**src/rtl/clk_gate_ctrl_if.sv**
```systemverilog
// rtl/clk_gate_ctrl_if.sv - control/status bundle between PMU side and clk_gate_ctrl
interface clk_gate_ctrl_if #(
    parameter int STAT_W = 32
);
    logic              ctrl_enable;
    logic              force_on;
    logic              dom_busy;
    logic              wake_req;
    logic              stat_clr;
    logic              clk_en;
    logic              gated;
    logic              wake_ack;
    logic [1:0]        state;
    logic [STAT_W-1:0] stat_gated_cycles;

    modport master (
        output ctrl_enable, force_on, dom_busy, wake_req, stat_clr,
        input  clk_en, gated, wake_ack, state, stat_gated_cycles
    );

    modport slave (
        input  ctrl_enable, force_on, dom_busy, wake_req, stat_clr,
        output clk_en, gated, wake_ack, state, stat_gated_cycles
    );
endinterface

```
**src/rtl/clk_gate_ctrl.sv**
```systemverilog
// rtl/clk_gate_ctrl.sv - idle-detect clock-gate enable controller with wake settle window
// Optional gated-cycle statistics counter enabled by CLK_GATE_CTRL_STATS_EN.
module clk_gate_ctrl #(
    parameter int IDLE_CYCLES = 16,
    parameter int WAKE_CYCLES = 2,
    parameter int CNT_W       = 8,
    parameter int STAT_W      = 32
) (
    input  logic           clk_in,
    input  logic           rst_in,
    clk_gate_ctrl_if.slave bus
);

    typedef enum logic [1:0] {
        ST_RUN      = 2'b00,
        ST_IDLE_CNT = 2'b01,
        ST_GATED    = 2'b10,
        ST_WAKE     = 2'b11
    } state_t;

    localparam logic [CNT_W-1:0] IDLE_LAST = CNT_W'(IDLE_CYCLES - 1);
    localparam logic [CNT_W-1:0] WAKE_LAST = CNT_W'(WAKE_CYCLES - 1);

    state_t           state_q;
    logic [CNT_W-1:0] cnt_q;
    logic             clk_en_q;
    logic             gated_q;
    logic             wake_ack_q;
    logic             idle;
    logic             wake_src;

    assign idle     = bus.ctrl_enable & ~bus.force_on & ~bus.dom_busy & ~bus.wake_req;
    assign wake_src = bus.wake_req | bus.force_on | ~bus.ctrl_enable;

    // Outputs are registered alongside the state so clk_en never sees input glitches.
    always_ff @(posedge clk_in or posedge rst_in) begin
        if (rst_in) begin
            state_q    <= ST_RUN;
            cnt_q      <= '0;
            clk_en_q   <= 1'b1;
            gated_q    <= 1'b0;
            wake_ack_q <= 1'b0;
        end else begin
            wake_ack_q <= 1'b0;
            case (state_q)
                ST_RUN: begin
                    if (idle) begin
                        state_q <= ST_IDLE_CNT;
                        cnt_q   <= '0;
                    end
                    clk_en_q <= 1'b1;
                    gated_q  <= 1'b0;
                end
                ST_IDLE_CNT: begin
                    if (!idle) begin
                        state_q  <= ST_RUN;
                        cnt_q    <= '0;
                        clk_en_q <= 1'b1;
                        gated_q  <= 1'b0;
                    end else if (cnt_q == IDLE_LAST) begin
                        state_q  <= ST_GATED;
                        clk_en_q <= 1'b0;
                        gated_q  <= 1'b1;
                    end else begin
                        cnt_q    <= cnt_q + 1'b1;
                        clk_en_q <= 1'b1;
                        gated_q  <= 1'b0;
                    end
                end
                ST_GATED: begin
                    if (wake_src) begin
                        state_q  <= ST_WAKE;
                        cnt_q    <= '0;
                        clk_en_q <= 1'b1;
                        gated_q  <= 1'b0;
                    end else begin
                        clk_en_q <= 1'b0;
                        gated_q  <= 1'b1;
                    end
                end
                ST_WAKE: begin
                    // A wake always completes its settle window before acking.
                    if (cnt_q == WAKE_LAST) begin
                        state_q    <= ST_RUN;
                        cnt_q      <= '0;
                        wake_ack_q <= 1'b1;
                    end else begin
                        cnt_q <= cnt_q + 1'b1;
                    end
                    clk_en_q <= 1'b1;
                    gated_q  <= 1'b0;
                end
                default: begin
                    state_q  <= ST_RUN;
                    cnt_q    <= '0;
                    clk_en_q <= 1'b1;
                    gated_q  <= 1'b0;
                end
            endcase
        end
    end

    assign bus.clk_en   = clk_en_q;
    assign bus.gated    = gated_q;
    assign bus.wake_ack = wake_ack_q;
    assign bus.state    = state_q;

`ifdef CLK_GATE_CTRL_STATS_EN
    logic [STAT_W-1:0] stat_q;

    always_ff @(posedge clk_in or posedge rst_in) begin
        if (rst_in) begin
            stat_q <= '0;
        end else if (bus.stat_clr) begin
            stat_q <= '0;
        end else if (state_q == ST_GATED && stat_q != {STAT_W{1'b1}}) begin
            stat_q <= stat_q + 1'b1;
        end
    end

    assign bus.stat_gated_cycles = stat_q;
`else
    logic unused_stat_clr;

    assign unused_stat_clr       = bus.stat_clr;
    assign bus.stat_gated_cycles = '0;
`endif

endmodule

```
**src/flat_wrapper.sv**
```systemverilog
// flat-port wrapper written by rule: the top's interface ports become plain ports
module clk_gate_ctrl_flat 
#(
    parameter int IDLE_CYCLES = 16,
    parameter int WAKE_CYCLES = 2,
    parameter int CNT_W       = 8,
    parameter int STAT_W      = 32
)
  (clk_in, rst_in, bus_ctrl_enable, bus_force_on, bus_dom_busy, bus_wake_req, bus_stat_clr, bus_clk_en, bus_gated, bus_wake_ack, bus_state, bus_stat_gated_cycles);
  clk_gate_ctrl_if #(.STAT_W(STAT_W)) bus_i ();
  input  logic clk_in;
  input  logic rst_in;
  input wire logic [$bits(bus_i.ctrl_enable)-1:0] bus_ctrl_enable;
  input wire logic [$bits(bus_i.force_on)-1:0] bus_force_on;
  input wire logic [$bits(bus_i.dom_busy)-1:0] bus_dom_busy;
  input wire logic [$bits(bus_i.wake_req)-1:0] bus_wake_req;
  input wire logic [$bits(bus_i.stat_clr)-1:0] bus_stat_clr;
  output wire logic [$bits(bus_i.clk_en)-1:0] bus_clk_en;
  output wire logic [$bits(bus_i.gated)-1:0] bus_gated;
  output wire logic [$bits(bus_i.wake_ack)-1:0] bus_wake_ack;
  output wire logic [$bits(bus_i.state)-1:0] bus_state;
  output wire logic [$bits(bus_i.stat_gated_cycles)-1:0] bus_stat_gated_cycles;
  assign bus_i.ctrl_enable = bus_ctrl_enable;
  assign bus_i.force_on = bus_force_on;
  assign bus_i.dom_busy = bus_dom_busy;
  assign bus_i.wake_req = bus_wake_req;
  assign bus_i.stat_clr = bus_stat_clr;
  assign bus_clk_en = bus_i.clk_en;
  assign bus_gated = bus_i.gated;
  assign bus_wake_ack = bus_i.wake_ack;
  assign bus_state = bus_i.state;
  assign bus_stat_gated_cycles = bus_i.stat_gated_cycles;
  clk_gate_ctrl #(.IDLE_CYCLES(IDLE_CYCLES), .WAKE_CYCLES(WAKE_CYCLES), .CNT_W(CNT_W), .STAT_W(STAT_W)) u_core (.clk_in(clk_in), .rst_in(rst_in), .bus(bus_i));
endmodule
```
**config.mk**
```make
export PLATFORM = sky130hd
export DESIGN_NAME = clk_gate_ctrl_flat
export DESIGN_NICKNAME = d
export VERILOG_FILES = /design/src/rtl/clk_gate_ctrl_if.sv /design/src/rtl/clk_gate_ctrl.sv /design/src/flat_wrapper.sv
export SDC_FILE = /design/constraint.sdc
export NUM_CORES = 1
export LEC_CHECK = 0
export ABC_AREA = 1
export CAP_MARGIN = 5
export CORE_ASPECT_RATIO = 2
export CORE_MARGIN = 2
export CORE_UTILIZATION = 30
export CTS_CLUSTER_SIZE = 40
export DETAILED_ROUTE_END_ITERATION = 12
export GPL_TIMING_DRIVEN = 0
export PLACE_DENSITY = 0.63
export SETUP_SLACK_MARGIN = 0.3
export SYNTH_ARGS = -nofsm -noshare
export SYNTH_HDL_FRONTEND = slang
export SYNTH_SLANG_ARGS = --single-unit
```
**constraint.sdc**
```tcl
create_clock -name clk_in -period 2.8 [get_ports clk_in]
set_input_delay 0.56 -clock clk_in [delete_from_list [all_inputs] [get_ports clk_in]]
set_output_delay 0.56 -clock clk_in [all_outputs]
set_load 0.02 [all_outputs]
```
# Word-level counts from Yosys, hierarchy flattened
# Cells that the tools add are included.
# word_totals
output_inout_bits	37
register_bits	13
# op_classes
addsub	1
reduce_logical	4
bitwise	9
eq_ne	10
n_mux	22
# op_table
operator	count
$mux 8	5
$pmux 8 s4	1
$mux 2	5
$add 8x1->8 const B	1
$eq 8x1->1 const B	1
$eq 8x4->1 const B	1
$mux 1	8
$pmux 2 s4	1
$ne 2x1->1 const B	3
$ne 3x3->1 const B	2
$pmux 1 s3	2
$eq 2x2->1 const B	2
$not 1->1	4
$reduce_and 4->1	1
$and 1x1->1	3
$reduce_and 3->1	1
$eq 2x1->1 const B	1
$logic_not 2->1	1
$or 1x1->1	2
$reduce_or 2->1	1

# Longest topological paths before layout
# depth
word_depth	6
ltp_mapped	10
depth_no_buf	10

# Worst setup path after synthesis
# No wires, ideal clock.
# synth_timing
path_kind	flip-flop to flip-flop
from	register u_core.state_q[0], in the netlist u_core.bus.state[0]
to	register u_core.cnt_q[3]
path_stages_with_launch	9
n_path_buf	0
arrival_ns	1.417
t_required_ns	2.680
slack_ns	1.262
cell_sequence	dfrtp_1 inv_1 ha_1 nand3_1 nand2_4 nor2_8 inv_6 nand2_1 nand2_1
# synth_via
elab_chain_len	3
# synth_rtl
item	line	text
start: declaration	clk_gate_ctrl.sv:24	state_t state_q;
start signal: assignment	clk_gate_ctrl.sv:38	state_q <= ST_RUN;
start signal: assignment	clk_gate_ctrl.sv:48	state_q <= ST_IDLE_CNT;
start signal: assignment	clk_gate_ctrl.sv:56	state_q <= ST_RUN;
$eq 2x1->1, or another cell as far along	clk_gate_ctrl.sv:45	case (state_q)
$ne 3x3->1 (no line) or $ne 2x1->1 (tied branches)	n/a	
$reduce_and 3->1 (no line)	n/a	
end signal: assignment	clk_gate_ctrl.sv:65	cnt_q <= cnt_q + 1'b1;
end signal: assignment	clk_gate_ctrl.sv:88	cnt_q <= cnt_q + 1'b1;
end: declaration	clk_gate_ctrl.sv:25	logic [CNT_W-1:0] cnt_q;
# Parallel ways exist; a longest one is shown, timed or not.
# A chain may end at the register's enable or synchronous reset.

# Worst setup path in the final report
# layout_timing
from	register u_core.state_q[0], in the netlist u_core.bus.state[0]
to	output bus_state[0]
# layout_lines
item	line	text
end: declaration	flat_wrapper.sv:21	output wire logic [$bits(bus_i.state)-1:0] bus_state;
# No word-level cell between the ends.

==> impl.org <==
** Global route
- In the global route stage, overall resource usage came out at 11.4%.
- Antenna violations before repair :: 0
- Global Route met1 Usage :: 8.22%
- Global-route track usage on met2 :: 25.1%
- Pin count of the biggest net entering global routing :: 14
- Vias in the first global route :: 976
- met2 is the most crowded layer.
- For met3 alone, demand over resource in global routing was 0.955%.
- First-pass GRT wire length :: 3950 µm
- The total overflow left after global routing is 0.

** Synth
- Sequential-to-total area share from yosys stat :: 27.0%
- A synthesized cell averages 7.55 µm².
- FF+latch count, synth :: 13
- Leading area contributor after synthesis :: sky130_fd_sc_hd__dfrtp_1
- Number of different library cells in the post-synthesis netlist :: 26
- Synth top area share :: 24.8%
- The most used flip-flop cell after synthesis is sky130_fd_sc_hd__dfrtp_1.
- After synthesis, the share of flip-flops with an asynchronous set or reset is 100%.
- Most area-consuming cells after synthesis :: sky130_fd_sc_hd__dfrtp_1 25%, sky130_fd_sc_hd__buf_4 20%, sky130_fd_sc_hd__nand2_1 13%
- For this run, the number of Yosys warnings is 0.
- Synthesis produced 160 cells.
- In this run, synthesis inferred 0 flip-flops with an integrated enable.
- Cell Area, Synth :: 1210 µm²

** STA
- In this run the tightest slew margin relative to its limit is 66.7%.
- Peak Freq :: 524 MHz
- Count of endpoints failing hold in the final timing report :: 0
- Setup Total Neg Slack :: 0 ns
- Crit path setup slack, layout :: 0.890 ns
- The max-slew violation count was 0.
- Unrepaired setup endpoints after global routing :: false
- Skew final :: 0.00195 ns
- Setup violations remaining at the end of the flow were counted as 0.
- Least-Margin Pin Slew :: 0.499 ns
- Period minus WS final :: 1.91 ns
- Final worst path period share :: 68.2%

** Floorplanning
- Area of the core :: 3840 µm²
- Placement Rows :: 32
- Chip height :: 93.8 µm
- Width of the die :: 48.9 µm
- Starting density of the core :: 31.4%
- 44 I/O pins were placed.
- Die area :: 4580 µm²

** Clock tree
- Post_cts resized :: 0
- Clock latency on the worst-skew pair :: 0.24 ns
- Clock tree synthesis found a total of 13 sinks.
- Clock tree synthesis inserted a total of 3 buffers.
- Buffers inserted to repair hold after CTS numbered 0.
- Clock transition time at the flip-flop clock pins of the worst setup and hold paths :: 0.05 ns
- CTS built an H-tree with a depth of 1.
- Clk buf depth :: 2
- TritonCTS built the clock tree.
- Clock tree root driver cell :: sky130_fd_sc_hd__clkbuf_8
- Buffers added to address setup during post-CTS repair amount to 0.

** Worst hold path
- The min-delay analysis places its worst path in the category reg -> reg.

** Worst setup path
- Count of buffering cells on the critical path with inverters included :: 1
- Among cell families on the critical path, the largest total delay comes from buffers and inverters.
- Worst-path fanout max :: 7
- STA classifies the critical path startpoint as a register.
- STA classifies the critical path endpoint as a primary output.
- Worst stage delay on the critical path :: 0.65 ns
- Critical Path RT :: 2.24 ns
- Setup Crit Path Kind :: reg -> out
- Worst Path Arrival :: 1.35 ns
- The slowest stage of the critical path is the sky130_fd_sc_hd__clkdlybuf4s50_1 cell.
- Cell-by-cell trace of the critical path :: clkdlybuf4s50_1

** Power
- Summed over all cells, the static leakage comes to 0.851 nW.
- Across the VDD grid, the largest voltage drop is 0.317 mV.
- Power density of the placed cells :: 501 nW/µm²

** Routing
- WL per Instance :: 9.31 µm
- Antenna Nets Post-Route :: 0
- Detailed routing inserted a total of 1013 vias.
- The detailed router finished its first iteration with 16 violations.
- Final routed wirelength across all metal layers :: 2380 µm
- The first detailed-routing pass ran for 4 iterations.
- DRC violations left :: 0
- In the routed layout, each cell is associated on average with a via count of 3.96.

** Finish
- Share of cells above drive strength 1 :: 25.4%
- Cell Count, Final, Fillers Out :: 256
- From synthesis to final layout, the design area changed by 26.9%.
- For this run, the post-layout net count is 220.
- The repair_antennas step left the layout with diodes totalling 0.
- Cell area after layout :: 1530 µm²

** Placement
- Placed Cells :: 252
- HPWL reported at the end of detailed placement :: 2070 µm
- GP Congestion :: 0.789
- Post-placement setup slack :: 0.808 ns
- The count of buffers added on input and output ports is 10.
- Once placement finished, the instance area stood at 1490 µm².

** Run status
- Outcome :: completed

** Run
- Max-cap violations :: 0
==> synthesized netlist by cell type, types with 2 or more instances <==
cell type	instances
sky130_fd_sc_hd__buf_4	32
sky130_fd_sc_hd__dfrtp_1	12
sky130_fd_sc_hd__ha_1	7
sky130_fd_sc_hd__inv_1	14
sky130_fd_sc_hd__nand2_1	42
sky130_fd_sc_hd__nand2_2	2
sky130_fd_sc_hd__nand2_4	2
sky130_fd_sc_hd__nand3_1	10
sky130_fd_sc_hd__nand3_2	2
sky130_fd_sc_hd__nand3b_1	3
sky130_fd_sc_hd__nand4_1	6
sky130_fd_sc_hd__nor2_1	9
sky130_fd_sc_hd__nor2_2	2
sky130_fd_sc_hd__nor2_4	3
sky130_fd_sc_hd__o21ai_1	2
sky130_fd_sc_hd__xor2_1	2
==> layout by cell type, fill, tap and decap left out, types with 2 or more instances in the layout <==
cell type	n
sky130_fd_sc_hd__nand2_1	42
sky130_fd_sc_hd__buf_4	32
sky130_fd_sc_hd__conb_1	32
sky130_fd_sc_hd__inv_1	14
sky130_fd_sc_hd__dfrtp_1	12
sky130_fd_sc_hd__nand3_1	10
sky130_fd_sc_hd__clkdlybuf4s50_1	10
sky130_fd_sc_hd__nor2_1	9
sky130_fd_sc_hd__ha_1	7
sky130_fd_sc_hd__nand4_1	6
sky130_fd_sc_hd__nor2_4	3
sky130_fd_sc_hd__nand3b_1	3
sky130_fd_sc_hd__clkbuf_8	3
sky130_fd_sc_hd__nand3_2	2
sky130_fd_sc_hd__nand2_2	2
sky130_fd_sc_hd__nand2_4	2
sky130_fd_sc_hd__nor2_2	2
sky130_fd_sc_hd__xor2_1	2
sky130_fd_sc_hd__o21ai_1	2
==> cell type report <==
type,count,area (µm²)
Fill cell,426,2310
Multi-Input combinational cell,129,683
Sequential cell,13,327
Buffer,33,245
Timing Repair Buffer,10,100
Inverter,16,70.1
Tap cell,51,63.8
Clock buffer,4,45.0
==> metrics by stage <==
step                power, mW  utilization (%)  hold WS, ns
finish                  0.769             39.9        0.545
global route            0.823             39.9        0.573
CTS                     0.777             39.9        0.553
detailed placement      0.610             38.7        0.543
global placement        0.609             38.7        0.523
floorplan               0.515                -        0.436
==> worst min-delay path, cell delays in order (launching register included) <==
cell and delay (ns):
sky130_fd_sc_hd__dfrtp_1 0.39, sky130_fd_sc_hd__nand2_1 0.07, sky130_fd_sc_hd__nand2_1 0.06
==> flip-flops by register name (all words and copies together) (netlist names), named ones only <==
signal and count:
u_core.bus.wake_ack 1, u_core.cnt_q 8, u_core.bus.clk_en 1, u_core.bus.gated 1
u_core.bus.state 1
==> cells by family after synthesis <==
logic type / synth area share, %
flops: 27.0
xor+xnor: 1.45
buf+inv: 26.1
simple gates: 35.4
compound gates: 2.48
other cells: 0.310
fa+ha+maj: 7.25
==> metal layers <==
layer	routed length [µm]	vias up
li1	-	526
met1	720	443
met2	1440	35
met3	103	9
met4	117	0
met5	0	-
==> power by group <==
group	total (mW)	internal [mW]	switching, mW
Combinational	0.368	0.140	0.228
Sequential	0.235	0.211	0.0244
Clock	0.166	0.101	0.0656
==> path summary, 6_finish.rpt <==
kind | start | endpoint | slack, ns | cells past startpoint
hold reg to reg | u_core.cnt_q[7] | u_core.cnt_q[7] | 0.55 | 2
setup / recovery | u_core.bus.state[0] | bus_state[0] | 0.89 | 1
max in group asynchronous | rst_in | u_core.bus.clk_en | 1.80 | 2
hold / removal | u_core.cnt_q[7] | u_core.cnt_q[7] | 0.55 | 2
min in group asynchronous | rst_in | u_core.bus.wake_ack | 0.64 | 2
setup reg to reg | register | u_core.cnt_q[3] | 1.18 | 9
(Power assumes the default switching activity.)
